--- src/rtl/countdown_timer.sv ---
// Microwave MM:SS time register: keypad digit shift-in, 1 Hz countdown,
// run/pause/done control, display digits and magnetron enable.
module countdown_timer #(
  parameter int SEC_TENS_WRAP  = 5,
  parameter bit ENTRY_IN_PAUSE = 1'b1
) (
  input  logic       clk_i,
  input  logic       rst_i,
  input  logic [3:0] bcd_in_i,
  input  logic       loadn_i,
  input  logic       pgt_1hz_i,
  input  logic       startn_i,
  input  logic       stopn_i,
  input  logic       clearn_i,
  output logic [3:0] sec_ones_o,
  output logic [3:0] sec_tens_o,
  output logic [3:0] min_ones_o,
  output logic [3:0] min_tens_o,
  output logic       mag_on_o,
  output logic       zero_o
);

  localparam logic [1:0] S_IDLE  = 2'd0;
  localparam logic [1:0] S_RUN   = 2'd1;
  localparam logic [1:0] S_PAUSE = 2'd2;
  localparam logic [1:0] S_DONE  = 2'd3;

  localparam logic [3:0] WRAP = 4'(SEC_TENS_WRAP);

  logic [1:0]  state_q, state_d;
  logic [15:0] time_q, time_d;
  logic        loadn_q, pgt_q;

  logic        key, tick, start, stop, clear;
  logic        key_ok, nz;
  logic [3:0]  so, st, mo, mt;
  logic [15:0] dec;
  logic [15:0] shifted;

  assign key    = loadn_q & ~loadn_i;
  assign tick   = ~pgt_q & pgt_1hz_i;
  assign start  = ~startn_i;
  assign stop   = ~stopn_i;
  assign clear  = ~clearn_i;
  assign key_ok = key & (bcd_in_i <= 4'd9);
  assign nz     = |time_q;

  assign {mt, mo, st, so} = time_q;
  assign shifted = {time_q[11:0], bcd_in_i};

  // Borrow chain; minutes stop at 00 rather than wrapping.
  always_comb begin
    dec = time_q;
    if (so != 4'd0) begin
      dec[3:0] = so - 4'd1;
    end else begin
      dec[3:0] = 4'd9;
      if (st != 4'd0) begin
        dec[7:4] = st - 4'd1;
      end else begin
        dec[7:4] = WRAP;
        if (mo != 4'd0) begin
          dec[11:8] = mo - 4'd1;
        end else if (mt != 4'd0) begin
          dec[11:8]  = 4'd9;
          dec[15:12] = mt - 4'd1;
        end
      end
    end
  end

  always_comb begin
    state_d = state_q;
    time_d  = time_q;
    if (clear) begin
      state_d = S_IDLE;
      time_d  = 16'h0000;
    end else begin
      unique case (state_q)
        S_IDLE: begin
          if (start) begin
            if (nz && !stop) state_d = S_RUN;
          end else if (key_ok) begin
            time_d = shifted;
          end
        end
        S_RUN: begin
          if (stop) begin
            state_d = S_PAUSE;
          end else if (tick) begin
            time_d = dec;
            if (dec == 16'h0000) state_d = S_DONE;
          end
        end
        S_PAUSE: begin
          if (stop) begin
            state_d = S_PAUSE;
          end else if (start) begin
            if (nz) state_d = S_RUN;
          end else if (ENTRY_IN_PAUSE && key_ok) begin
            time_d = shifted;
          end
        end
        S_DONE: begin
          if (key_ok) begin
            state_d = S_IDLE;
            time_d  = shifted;
          end
        end
        default: state_d = S_IDLE;
      endcase
    end
  end

  always_ff @(posedge clk_i) begin
    if (rst_i) begin
      state_q <= S_IDLE;
      time_q  <= 16'h0000;
      loadn_q <= 1'b1;
      pgt_q   <= 1'b1;
    end else begin
      state_q <= state_d;
      time_q  <= time_d;
      loadn_q <= loadn_i;
      pgt_q   <= pgt_1hz_i;
    end
  end

  assign sec_ones_o = so;
  assign sec_tens_o = st;
  assign min_ones_o = mo;
  assign min_tens_o = mt;
  assign mag_on_o   = (state_q == S_RUN);
  assign zero_o     = ~nz;

endmodule

--- config.mk ---
export PLATFORM = sky130hd
export DESIGN_NAME = countdown_timer
export DESIGN_NICKNAME = d
export VERILOG_FILES = /design/src/rtl/countdown_timer.sv
export SDC_FILE = /design/constraint.sdc
export NUM_CORES = 1
export LEC_CHECK = 0
export BUFFER_PORTS_ARGS = -buffer_cell sky130_fd_sc_hd__buf_4
export CAP_MARGIN = 10
export CORE_MARGIN = 4
export CORE_UTILIZATION = 55
export CTS_BUF_LIST = sky130_fd_sc_hd__clkbuf_8 sky130_fd_sc_hd__clkbuf_16
export CTS_CLUSTER_DIAMETER = 40
export DETAILED_ROUTE_END_ITERATION = 8
export HOLD_SLACK_MARGIN = 0.08
export PLACE_DENSITY = 0.87
export SYNTH_ARGS = -nofsm -noshare
export SYNTH_HDL_FRONTEND = slang
export SYNTH_SLANG_ARGS = --single-unit
--- constraint.sdc ---
create_clock -name clk_i -period 4.9 [get_ports clk_i]
set_input_delay 0.245 -clock clk_i [delete_from_list [all_inputs] [get_ports clk_i]]
set_output_delay 0.245 -clock clk_i [all_outputs]
set_load 0.05 [all_outputs]
# Word level (Yosys, flattened, before mapping)
# Index checks and enable logic that the tools add are counted.
# word_totals
reg_bits,20
output_inout_bits,18
word_cells,63
in_bits,11
# classes
n_lt_le_gt_ge,1
n_mux,23
n_addsub,4
n_eq_ne,13
n_reduce_logical,11
bitwise_logic,7
# ops
cell,count
$mux W16,5
$pmux W16 S4,1
$mux W2,9
$logic_not A16 Y1,1
$mux W4,4
$mux W8,2
$reduce_bool A4 Y1,4
$reduce_or A16 Y1,1
$sub A4 B1 Y4 const B,4
$mux W12,1
$ne A2 B2 Y1 const B,5
$pmux W2 S4,1
$reduce_and A7 Y1,1
$ne A3 B2 Y1 const B,2
$ne A3 B3 Y1 const B,2
$eq A2 B2 Y1 const B,2
$le A4 B4 Y1 const B,1
$not A1 Y1,4
$and A1 B1 Y1,3
$reduce_and A3 Y1,1
$eq A2 B1 Y1 const B,1
$logic_not A2 Y1,1
$ne A2 B1 Y1 const B,1
$reduce_or A2 Y1,1
$logic_and A1 B1 Y1,1

# Depth between registers and ports, before layout
# Gate-level depths: netlist of run 1.
# logic_depth
depth_word,10
mapped_depth,9
depth_no_buf,8

# Least setup slack after synthesis of run 1
# OpenSTA, ideal clock, no wires.
# synth_path
kind,register to register
from,reg time_q[0]
to,reg state_q[1]
path_stages_with_launch,9
arrival_time_ns,3.144
n_path_buf,0
setup_slack_ns,1.661
synth_period_minus_slack_ns,3.239
required_ns,4.804
setup_time_ns,0.096
path_cell_list,dfxtp_1 inv_1 ha_1 nor4b_1 nand2_1 nor3_1 o21ai_0 a211o_1 o41ai_2
# synth_via
elab_chain_len,5
word_cells_on_any_way,11
cone_classes,add/sub: 1; eq/ne: 3; mux: 2; reduce/logical: 5
# synth_rtl
element,line_no,text
from (decl),31,"logic [15:0] time_q, time_d;"
from (signal assigned),123,time_q <= time_d;
$sub A4 B1 Y4 or $reduce_bool A4 Y1 (tied branches),"55, 54",
$mux W4 or $mux W12 (tied branches),54,if (so != 4'd0) begin
$logic_not A16 Y1,92,if (dec == 16'h0000) state_d = S_DONE;
$ne A3 B2 Y1 (no source line),n/a,
$reduce_and A7 Y1 (no source line) (*),n/a,
to (signal assigned),122,state_q <= state_d;
to (decl),30,"logic [1:0] state_q, state_d;"
# Every way passes the cells marked *; elsewhere a longest branch is shown, timed or not.
# A chain may end at the register's enable or synchronous reset.

# Worst setup path after layout of run 1
# layout_path
from,reg state_q[1]
to,reg time_q[1]
# layout_via
elab_chain_len,3
word_cells_on_any_way,9
cone_classes,eq/ne: 6; mux: 1; reduce/logical: 2
# layout_rtl
element,line_no,text
$eq A2 B1 Y1 or $eq A2 B2 Y1 (tied branches),79,unique case (state_q)
$ne A2 B1 Y1 (no source line) or $ne A2 B2 Y1 (tied branches),n/a,
$reduce_and A3 Y1 (no source line),n/a,
# Parallel ways exist; a longest one is shown, timed or not.

==> results of run 1 <==
[path summary, 6_finish.rpt]
path	start	to	slack, ns	cells after the start
hold / removal	loadn_i	loadn_q$_SDFF_PP1_	0.17	2
setup reg to reg	state_q[1]$_SDFFE_PP0P_	time_q[1]$_SDFFE_PP0P_	2.14	6
setup / recovery	state_q[1]$_SDFFE_PP0P_	time_q[1]$_SDFFE_PP0P_	2.14	6
hold reg to reg	time_q[15]$_SDFFE_PP0P_	time_q[15]$_SDFFE_PP0P_	0.54	2
[final cells by class]
type                    count  area [um2]
inverters                  12        45.0
repair buffers             29         218
multi-input cells         159         962
flip-flops and latches     20         400
well taps                  30        37.5
fillers                   218         782
clock buffers               4        55.1
[power groups by stage]
stage	combinational, mW	sequential (mW)	clock, mW
5_1_grt	0.0690	0.167	0.136
3_5_place_dp	0.0619	0.171	0
6_report	0.0631	0.167	0.127
3_3_place_gp	0.0613	0.171	0
2_1_floorplan	0.0408	0.174	0
4_1_cts	0.0625	0.167	0.130
[per-stage QoR]
step	setup WS (ns)	total power [mW]
global placement	2.39	0.232
finish	2.14	0.357
global route	1.80	0.373
CTS	2.23	0.359
detailed placement	2.24	0.233
floorplan	1.66	0.215
[layout by cell type (no fill, tap or decap), types with 6 or more instances in the layout]
| master | n |
|---|---|
| sky130_fd_sc_hd__a21oi_1 | 20 |
| sky130_fd_sc_hd__buf_4 | 29 |
| sky130_fd_sc_hd__dfxtp_1 | 20 |
| sky130_fd_sc_hd__inv_1 | 12 |
| sky130_fd_sc_hd__nand2_1 | 26 |
| sky130_fd_sc_hd__nand3_1 | 7 |
| sky130_fd_sc_hd__nor2_1 | 22 |
| sky130_fd_sc_hd__nor3_1 | 6 |
| sky130_fd_sc_hd__o211ai_1 | 6 |
| sky130_fd_sc_hd__o21ai_0 | 11 |
[per-layer routing]
metal / track usage [%] / vias up / routed length, um
met5: 0 / - / 0
met4: 9.06 / 0 / 54
li1: - / 776 / -
met1: 32.0 / 730 / 1690
met3: 4.79 / 6 / 273
met2: 33.9 / 65 / 1670
[sequential cells by signal, indices dropped and copies added, names as in the netlist]
name,flops
time_q,16
pgt_q,1
state_q,2
loadn_q,1
[kinds of logic after synthesis]
| kind of cell | after synthesis | share of synthesized area [%] |
|---|---|---|
| adder cells (fa/ha/maj) | 5 | 4.31 |
| flip-flops | 20 | 27.6 |
| AND/OR/NAND/NOR | 86 | 30.0 |
| multiplexers | 2 | 1.38 |
| AO/OA/AOI/OAI | 66 | 30.6 |
| buffers and inverters | 22 | 6.20 |
==> flow_summary_export.csv, run 1 <==
group,metric,value,unit
synthesis,netlist_area,1450,um2
synthesis,syn_area_per_cell,7.23,um2
power_and_ir_drop,power_density,208,nW/um2
route,avgViaCountPerCell,6.21,
synthesis,synth.cells.most_frequent,"26 x sky130_fd_sc_hd__nand2_1, 22 x sky130_fd_sc_hd__nor2_1, 20 x sky130_fd_sc_hd__a21oi_1, 20 x sky130_fd_sc_hd__dfxtp_1, 12 x sky130_fd_sc_hd__inv_1",
flow_run,cap_viol_max_count,0,
die,dieHeight,59.4,um
placed_design,port_buffers,28,
clocking,post-cts-setup-buffer-count,0,
synthesis,ys_ff_latch,20,
sta,min_period,2.76,ns
setup_path,critPathMaxFanout,23,
power_and_ir_drop,comb_power_share,17.7,%
setup_path,timing.critical_path.to_type,"flop",
power_and_ir_drop,vdd.ir_drop.worst,0.000201,V
global_route,overflow,0,
power_and_ir_drop,netSwitchingPower,0.0976,mW
power_and_ir_drop,clock_power_share,35.6,%
synthesis,synth_top_cell_by_area,"sky130_fd_sc_hd__dfxtp_1",
synthesis,netlist_instances,201,
setup_path,crit_type,"reg -> reg",
die,row_cnt,18,
route,routed_wire_length_per_instance,14.5,um
power_and_ir_drop,netSwitchingFraction,27.3,%
sta,achievable-frequency,363,MHz
setup_path,critical-path-top-delay-family,"compound AO/OA/AOI/OAI gates",
sta,slew_headroom,50.3,%
layout,area_delta_synth_final,18.3,%
synthesis,ys_types,46,
synthesis,synth_top_cells_by_area,"sky130_fd_sc_hd__dfxtp_1 28%, sky130_fd_sc_hd__a21oi_1 6.9%, sky130_fd_sc_hd__nand2_1 6.7%",
synthesis,synth_top_flop_cell,"sky130_fd_sc_hd__dfxtp_1",
layout,final_antenna_diode_count,0,
clocking,max-clock-path-buffers,2,
synthesis,yosysWarningCount,0,
synthesis,synth_largest_type_area_fraction,27.6,%
layout,nets,241,
sta,clock-skew-final,0.00451,ns
placed_design,dpl_cell_area,1660,um2
route,drt.antenna.violating_nets,0,
power_and_ir_drop,internal-power,0.260,mW
global_route,grt_usage,22.8,%
worst_hold_path,worst_hold_path_type,"in -> reg",
clocking,h-tree-depth,1,
synthesis,synth.most_common_cell,"sky130_fd_sc_hd__nand2_1",
setup_path,cp_num_buf_inv,2,
run_status,outcome,"completed",
setup_path,critical-path-top-cell-by-count,"sky130_fd_sc_hd__a211oi_1",
die,start_util,58.1,%
clocking,cts_buffers,3,
sta,finalHoldViolations,0,
sta,timing.setup.tns,0,ns
setup_path,worst_setup_path_start_kind,"flop",
sta,rsz0062_at_grt,"no",
layout,layout_utilization,68.7,%
setup_path,critPathArrivalTime,2.93,ns
sta,final.period_utilization,56.2,%
global_route,number_of_antenna_violations_at_the_first_check_in_global_routing,0,
sta,final-max-slew-violation-count,0,
setup_path,timing.critical_path.cells,"nand2b_1 > inv_1 > a32oi_1 > buf_4 > a211oi_1 > a211oi_1",
die,core_area,2500,um2
die,die_area,3530,um2
synthesis,postSynth.asyncResetShare,0,%
layout,final_layout_size_suffix_gt1_share,17.9,%
route,drtPass1Iterations,5,
placed_design,gp_congestion,0.841,
layout,finish.instance_area,1720,um2
global_route,wire_length_of_the_first_global_routing_pass,6280,um
power_and_ir_drop,cellLeakagePower,0.690,nW
global_route,via_count_of_the_first_global_routing_pass,1437,
clocking,cts.sinks,20,
setup_path,cp_slowest_cell,"sky130_fd_sc_hd__a32oi_1",
synthesis,synthesized_net_count,217,
route,drc,0,
placed_design,placed_cells_incl_taps,250,
clocking,post_cts.resized_instances,0,
placed_design,dpl_wire_length,2750,um
setup_path,critPathMaxStageDelay,0.73,ns
route,finalWirelength,3690,um
die,design.portCount,29,
clocking,clock_latency_late_sink,0.26,ns
synthesis,synth-edff-count,0,
setup_path,worst-endpoint-required,5.07,ns
route,drt_iter0_drc,125,
sta,final.hold.worst_slack,0.174,ns
die,die_w,59.4,um
synthesis,synth_seq_area_share,27.6,%
global_route,grt_max_degree,24,
clocking,cts-root-buf,"sky130_fd_sc_hd__clkbuf_8",
sta,finalSetupViolCount,0,
sta,worst_slew_pin_tran,0.745,ns
layout,stdcell_count,254,
clocking,cts_tree,"yes",
route,vias,1577,
power_and_ir_drop,seq_power_share,46.7,%
clocking,cts-hold-fix-buffers,0,
clocking,clk_transition_reported_paths,0.08,ns
Power figures use the tool's default switching activity.
==> inputs of run 2 (changes only) <==
--- a/config.mk
+++ b/config.mk
@@ -5,6 +5,7 @@
 export SDC_FILE = /design/constraint.sdc
 export NUM_CORES = 1
 export LEC_CHECK = 0
+export ABC_AREA = 1
 export BUFFER_PORTS_ARGS = -buffer_cell sky130_fd_sc_hd__buf_4
 export CAP_MARGIN = 10
 export CORE_MARGIN = 4
==> constraint.sdc (replaced) <==
create_clock -name clk_i -period 2.7 [get_ports clk_i]
set_input_delay 0.135 -clock clk_i [delete_from_list [all_inputs] [get_ports clk_i]]
set_output_delay 0.135 -clock clk_i [all_outputs]
set_load 0.05 [all_outputs]
==> run 2 against run 1 <==
Effect of this change: worst hold slack worse by 0.087 ns; cell count up 18%; die area up 1.4%; count of clock-buffer cells in the layout unchanged; synthesized cell count up 19%; clock power up 85%; non-clock buffer count up 4; sequential share of layout area down 0.79 points; power up 140%; highest routed layer unchanged.
==> flow_summary_export.csv, run 2 <==
group,metric,value,unit
route,routed-wl-met2,1740,um
clocking,post_cts.resized_instances,0,
die,start_util,58.5,%
sta,finalSetupViolCount,0,
clocking,cts.sinks,20,
layout,multi_input_area,895,um2
layout,layout_common_cells,"67 x sky130_fd_sc_hd__nand2_1, 32 x sky130_fd_sc_hd__inv_1, 30 x sky130_fd_sc_hd__buf_4, 20 x sky130_fd_sc_hd__dfxtp_1, 19 x sky130_fd_sc_hd__nor2_1",
clocking,clk_transition_reported_paths,0.08,ns
global_route,number_of_antenna_violations_at_the_first_check_in_global_routing,0,
route,drc,0,
setup_path,crit_type,"reg -> reg",
sta,worst_slew_pin_tran,0.402,ns
layout,mostFrequentLayoutCell,"sky130_fd_sc_hd__nand2_1",
worst_hold_path,worst_hold_path_type,"in -> reg",
placed_design,dpl_wire_length,2650,um
setup_path,critPathMaxFanout,14,
route,routed_wire_length_per_instance,12.3,um
layout,finish.instance_area,1780,um2
die,core_area,2520,um2
layout,regArea,400,um2
synthesis,synth_seq_area_share,27.1,%
setup_path,critPathArrivalTime,2.20,ns
clocking,h-tree-depth,1,
synthesis,synth-edff-count,0,
sta,final.period_utilization,76.1,%
layout,stdcell_count,299,
setup_path,worst-endpoint-required,2.84,ns
die,design.portCount,29,
global_route,grt_usage,22.9,%
sta,achievable-frequency,487,MHz
route,avgViaCountPerCell,5.40,
clocking,cts-hold-fix-buffers,3,
synthesis,postSynth.asyncResetShare,0,%
layout,layout_utilization,70.5,%
layout,largest_register_by_flop_count,"time_q",
power_and_ir_drop,power_density,481,nW/um2
clocking,cts_buffers,3,
placed_design,placed_cells_incl_taps,292,
route,drt.antenna.violating_nets,0,
layout,final_layout_size_suffix_gt1_share,18.2,%
placed_design,dpl_cell_area,1690,um2
setup_path,worst_setup_path_start_kind,"flop",
clocking,cts-root-buf,"sky130_fd_sc_hd__clkbuf_8",
global_route,grt_max_degree,22,
die,row_cnt,18,
route,drtPass1Iterations,5,
synthesis,synthesized_net_count,255,
synthesis,synth.cells.most_frequent,"67 x sky130_fd_sc_hd__nand2_1, 32 x sky130_fd_sc_hd__inv_1, 20 x sky130_fd_sc_hd__dfxtp_1",
synthesis,synth_largest_type_area_fraction,27.1,%
route,dr_wl_met3,175,um
synthesis,synth.most_common_cell,"sky130_fd_sc_hd__nand2_1",
sta,finalHoldViolations,0,
sta,final-max-slew-violation-count,0,
power_and_ir_drop,cellLeakagePower,0.879,nW
placed_design,gp_congestion,0.948,
route,m1WireLength,1710,um
layout,n_fill_cell,223,
global_route,via_count_of_the_first_global_routing_pass,1422,
clocking,post-cts-setup-buffer-count,0,
synthesis,yosysWarningCount,0,
global_route,overflow,0,
synthesis,synth_top_cell_by_area,"sky130_fd_sc_hd__dfxtp_1",
die,dieHeight,59.8,um
layout,final_antenna_diode_count,0,
sta,clock-skew-final,0.00154,ns
synthesis,ys_types,30,
clocking,max-clock-path-buffers,2,
sta,min_period,2.05,ns
power_and_ir_drop,vdd.ir_drop.worst,0.000389,V
flow_run,cap_viol_max_count,0,
route,vias,1616,
layout,largest_register_ffs,16,
clocking,cts_tree,"yes",
clocking,clock_latency_late_sink,0.26,ns
synthesis,netlist_area,1480,um2
die,die_w,59.8,um
die,die_area,3570,um2
synthesis,syn_area_per_cell,6.17,um2
route,drt_iter0_drc,88,
layout,top_regs,"time_q x16, state_q x2",
route,route.top_layer_used,"met4",
global_route,wire_length_of_the_first_global_routing_pass,6320,um
sta,slew_headroom,72.9,%
setup_path,timing.critical_path.to_type,"flop",
synthesis,ys_ff_latch,20,
run_status,outcome,"completed",
synthesis,netlist_instances,239,
layout,nets,286,
synthesis,synth_top_flop_cell,"sky130_fd_sc_hd__dfxtp_1",
synthesis,synth_top_cells_by_area,"sky130_fd_sc_hd__dfxtp_1 27%, sky130_fd_sc_hd__nand2_1 17%, sky130_fd_sc_hd__inv_1 8.1%",
placed_design,port_buffers,28,
sta,rsz0062_at_grt,"no",
sta,timing.setup.tns,0,ns
route,finalWirelength,3660,um
layout,area_delta_synth_final,20.5,%
[run 2: cell type report]
cell class              instances  share of cell area, %
multi-input cells             176                   50.3
flip-flops and latches         20                   22.5
repair buffers                 33                   14.4
inverters                      36                   7.60
clock buffers                   4                   3.10
well taps                      30                   2.11
[run 2: metal layers]
| metal | track usage (%) | vias up |
|---|---|---|
| li1 | - | 830 |
| met1 | 32.4 | 736 |
| met2 | 35.8 | 46 |
| met3 | 2.81 | 4 |
| met4 | 7.28 | 0 |
| met5 | 0 | - |
[run 2: per-stage QoR]
step	setup slack (ns)	power, mW	hold slack (ns)
global route	0.417	0.907	0.130
finish	0.645	0.855	0.0862
detailed placement	0.667	0.621	0.334
CTS	0.639	0.859	0.0923
floorplan	0.574	0.561	0.229
global placement	0.715	0.619	0.322
[run 2: report_power, final]
group          total (mW)  switching, mW  leakage, nW  internal (mW)
sequential          0.318         0.0122        0.162          0.305
clock               0.235          0.105       0.0288          0.130
combinational       0.303          0.202        0.688          0.101
total               0.855          0.319        0.879          0.536
[run 2: worst paths after layout]
kind / from / endpoint / slack [ns] / cells after the start
worst min-delay path: rst_i / pgt_q$_SDFF_PP1_ / 0.09 / 3
worst max register to register: time_q[0]$_SDFFE_PP0P_ / state_q[0]$_SDFFE_PP0P_ / 0.65 / 13
worst max-delay path: time_q[0]$_SDFFE_PP0P_ / state_q[0]$_SDFFE_PP0P_ / 0.65 / 13
worst min register to register: time_q[14]$_SDFFE_PP0P_ / time_q[14]$_SDFFE_PP0P_ / 0.50 / 2
[run 2: kinds of logic (layout without fill, tap and decap cells)]
kind of cell / count (synthesis) / after routing / share of synthesized area (%)
simple gates: 119 / 119 / 36.4
compound gates: 51 / 51 / 19.4
buf+inv: 43 / 73 / 12.2
flops: 20 / 20 / 27.1
fa+ha+maj: 5 / 5 / 4.24
xor+xnor: 1 / 1 / 0.594
[run 2: critical path: stages (launching register included)]
cell and delay (ns):
sky130_fd_sc_hd__dfxtp_1 0.35, sky130_fd_sc_hd__inv_1 0.17, sky130_fd_sc_hd__ha_1 0.24, sky130_fd_sc_hd__nand2_4 0.10, sky130_fd_sc_hd__nor2_8 0.23, sky130_fd_sc_hd__nand2_1 0.11, sky130_fd_sc_hd__o21ai_0 0.25, sky130_fd_sc_hd__nor2_1 0.10
sky130_fd_sc_hd__nand3_1 0.09, sky130_fd_sc_hd__nand2_1 0.06, sky130_fd_sc_hd__nand2_2 0.07, sky130_fd_sc_hd__nand2_1 0.05, sky130_fd_sc_hd__nand2_1 0.07, sky130_fd_sc_hd__nor2_2 0.04
==> inputs of run 3 (changes only) <==
==> constraint.sdc (replaced) <==
create_clock -name clk_i -period 2 [get_ports clk_i]
set_input_delay 0.1 -clock clk_i [delete_from_list [all_inputs] [get_ports clk_i]]
set_output_delay 0.1 -clock clk_i [all_outputs]
set_load 0.05 [all_outputs]
==> run 3 against run 2 <==
Effect of this change: sequential share of layout area shrank 1.4 points; setup slack worse by 0.51 ns; die area unchanged; fmax grew 10%; first-iteration DRC count grew 110%; non-clock buffer count grew 8; cell count increased by 3.0%; power rose by 42%; clock skew up 0.00081 ns; sequential cell count unchanged; largest power group is now combinational logic.
==> flow_summary_export.csv, run 3 (synthesis gave the netlist of run 2 again) <==
group,metric,value,unit
route,vias,1700,
placed_design,dp_slack,0.0376,ns
sta,layout_setup_ws,0.133,ns
layout,final_antenna_diode_count,0,
layout,top_regs,"time_q x16, state_q x2",
placed_design,dpl_cell_area,1740,um2
setup_path,critPathMaxStageDelay,0.36,ns
layout,nets,295,
global_route,wire_length_of_the_first_global_routing_pass,6380,um
sta,worst_slew_pin_tran,0.399,ns
setup_path,critical-path-top-cell-by-count,"sky130_fd_sc_hd__nand2_1",
route,drtPass1Iterations,5,
route,finalWirelength,4040,um
clocking,clock_latency_late_sink,0.27,ns
layout,n_fill_cell,192,
worst_hold_path,timing.hold.worst.start,"bcd_in_i[2]",
worst_hold_path,worst_hold_path_type,"in -> reg",
clocking,max-clock-path-buffers,2,
layout,layout_utilization,76.7,%
setup_path,timing.critical_path.cells,"inv_1 > ha_1 > nand2_2 > nor2_4 > nand2_1 > nand2_1 > nand2_1 > nand2_1 > inv_1 > nand2_1 > nor2_1 > nand3_1 > nand2_1 > nand2_2 > nand2_1 > nand2_1 > nor2_2",
route,drc,0,
sta,finalHoldViolations,0,
setup_path,timing.critical_path.to_type,"flop",
global_route,overflow,0,
setup_path,crit_type,"reg -> reg",
sta,final-max-slew-violation-count,0,
sta,finalSetupViolCount,0,
clocking,cts_tree,"yes",
placed_design,port_buffers,28,
setup_path,timing.reg2reg.setup_slack,0.13,ns
die,die_area,3570,um2
route,routed-wl-met2,1920,um
setup_path,worstRegToRegCells,17,
layout,mostFrequentLayoutCell,"sky130_fd_sc_hd__nand2_1",
setup_path,critPathArrivalTime,2.08,ns
setup_path,worst_setup_path_start_kind,"flop",
die,row_cnt,18,
setup_path,reg_to_reg_startpoint,"time_q[12]$_SDFFE_PP0P_",
power_and_ir_drop,vdd.ir_drop.worst,0.000576,V
die,start_util,58.5,%
route,drt_iter0_drc,189,
clocking,cts-root-buf,"sky130_fd_sc_hd__clkbuf_8",
layout,layout_common_cells,"66 x sky130_fd_sc_hd__nand2_1, 37 x sky130_fd_sc_hd__buf_4, 30 x sky130_fd_sc_hd__inv_1",
power_and_ir_drop,cellLeakagePower,0.951,nW
route,m1WireLength,1780,um
global_route,via_count_of_the_first_global_routing_pass,1454,
setup_path,worst-endpoint-required,2.21,ns
global_route,grt_usage,23.4,%
clocking,h-tree-depth,1,
placed_design,gp_congestion,0.934,
clocking,cts_buffers,3,
die,dieHeight,59.8,um
sta,min_period,1.87,ns
clocking,clk_transition_reported_paths,0.08,ns
die,die_w,59.8,um
layout,area_delta_synth_final,31.2,%
die,core_area,2520,um2
route,dr_wl_met3,265,um
layout,largest_register_ffs,16,
power_and_ir_drop,total_power,1.22,mW
sta,achievable-frequency,536,MHz
setup_path,critical-path-top-delay-family,"simple AND/OR/NAND/NOR gates",
worst_hold_path,min_delay_path_depth,3,
placed_design,dpl_wire_length,2860,um
flow_run,cap_viol_max_count,0,
setup_path,critPathMaxFanout,4,
sta,slew_headroom,73.4,%
run_status,outcome,"completed",
setup_path,cp_num_buf_inv,2,
power_and_ir_drop,power_density,629,nW/um2
setup_path,timing.rr.end,"state_q[1]$_SDFFE_PP0P_",
die,design.portCount,29,
route,drt.antenna.violating_nets,0,
global_route,grt_max_degree,22,
sta,final.period_utilization,93.4,%
route,route.top_layer_used,"met4",
layout,final_layout_size_suffix_gt1_share,27.3,%
sta,final.hold.worst_slack,0.0986,ns
sta,clock-skew-final,0.00235,ns
layout,largest_register_by_flop_count,"time_q",
global_route,number_of_antenna_violations_at_the_first_check_in_global_routing,0,
clocking,cts.sinks,20,
route,routed_wire_length_per_instance,13.1,um
setup_path,cp_slowest_cell,"sky130_fd_sc_hd__dfxtp_2",
route,avgViaCountPerCell,5.52,
layout,finish.instance_area,1940,um2
worst_hold_path,min_to,"time_q[2]$_SDFFE_PP0P_",
run 3: how the worst max path moves through the flow:
stage / endpoint / depth (start not counted) / from / slack, ns
final: state_q[1]$_SDFFE_PP0P_ / 17 / time_q[12]$_SDFFE_PP0P_ / 0.13
after global routing: state_q[1]$_SDFFE_PP0P_ / 17 / time_q[12]$_SDFFE_PP0P_ / -0.009
after CTS: state_q[0]$_SDFFE_PP0P_ / 13 / time_q[1]$_SDFFE_PP0P_ / 0.02
after detailed placement: state_q[0]$_SDFFE_PP0P_ / 13 / time_q[1]$_SDFFE_PP0P_ / 0.04
after global placement: state_q[0]$_SDFFE_PP0P_ / 13 / time_q[1]$_SDFFE_PP0P_ / 0.03
after floorplan: state_q[1]$_SDFFE_PP0P_ / 14 / time_q[9]$_SDFFE_PP0P_ / 0.03
run 3: timing repair:
action / 4_1_cts / 5_1_grt
endpoints found under the setup margin: 0 / 3
gates resized for setup: 0 / 20
setup buffers: 0 / 1
hold buffers: 4 / 0
endpoints found under the hold margin: 2 / 0
run 3: routing by layer:
layer  track usage (%)  up-vias
li1                  -      856
met1              30.3      762
met2              39.0       73
met3              3.24        9
met4              8.86        0
met5                 0        -
run 3: metrics by stage:
stage | cells | TNS, ns
after floorplan | 239 | 0
after global placement | 298 | 0
after detailed placement | 298 | 0
after CTS | 306 | 0
after global routing | 308 | -0.00929
final | 308 | 0
run 3: cell type report:
type / count / area [um2] / share of cell area (%)
multi-input combinational: 177 / 981 / 50.7
sequential: 20 / 409 / 21.1
timing repair buffer: 41 / 318 / 16.4
inverter: 36 / 135 / 6.98
clock buffer: 4 / 55.1 / 2.84
tap: 30 / 37.5 / 1.94
run 3: where the power goes:
part           total [mW]  switching [mW]  internal (mW)
clock               0.327           0.151          0.176
sequential          0.428          0.0155          0.412
combinational       0.462           0.299          0.163
total                1.22           0.466          0.751
run 3: tightest hold or removal path: cells and delay by family:
kind            cells  cell delay (ns)
compound gates      1             0.06
buf+inv             1             0.09
simple gates        1             0.09
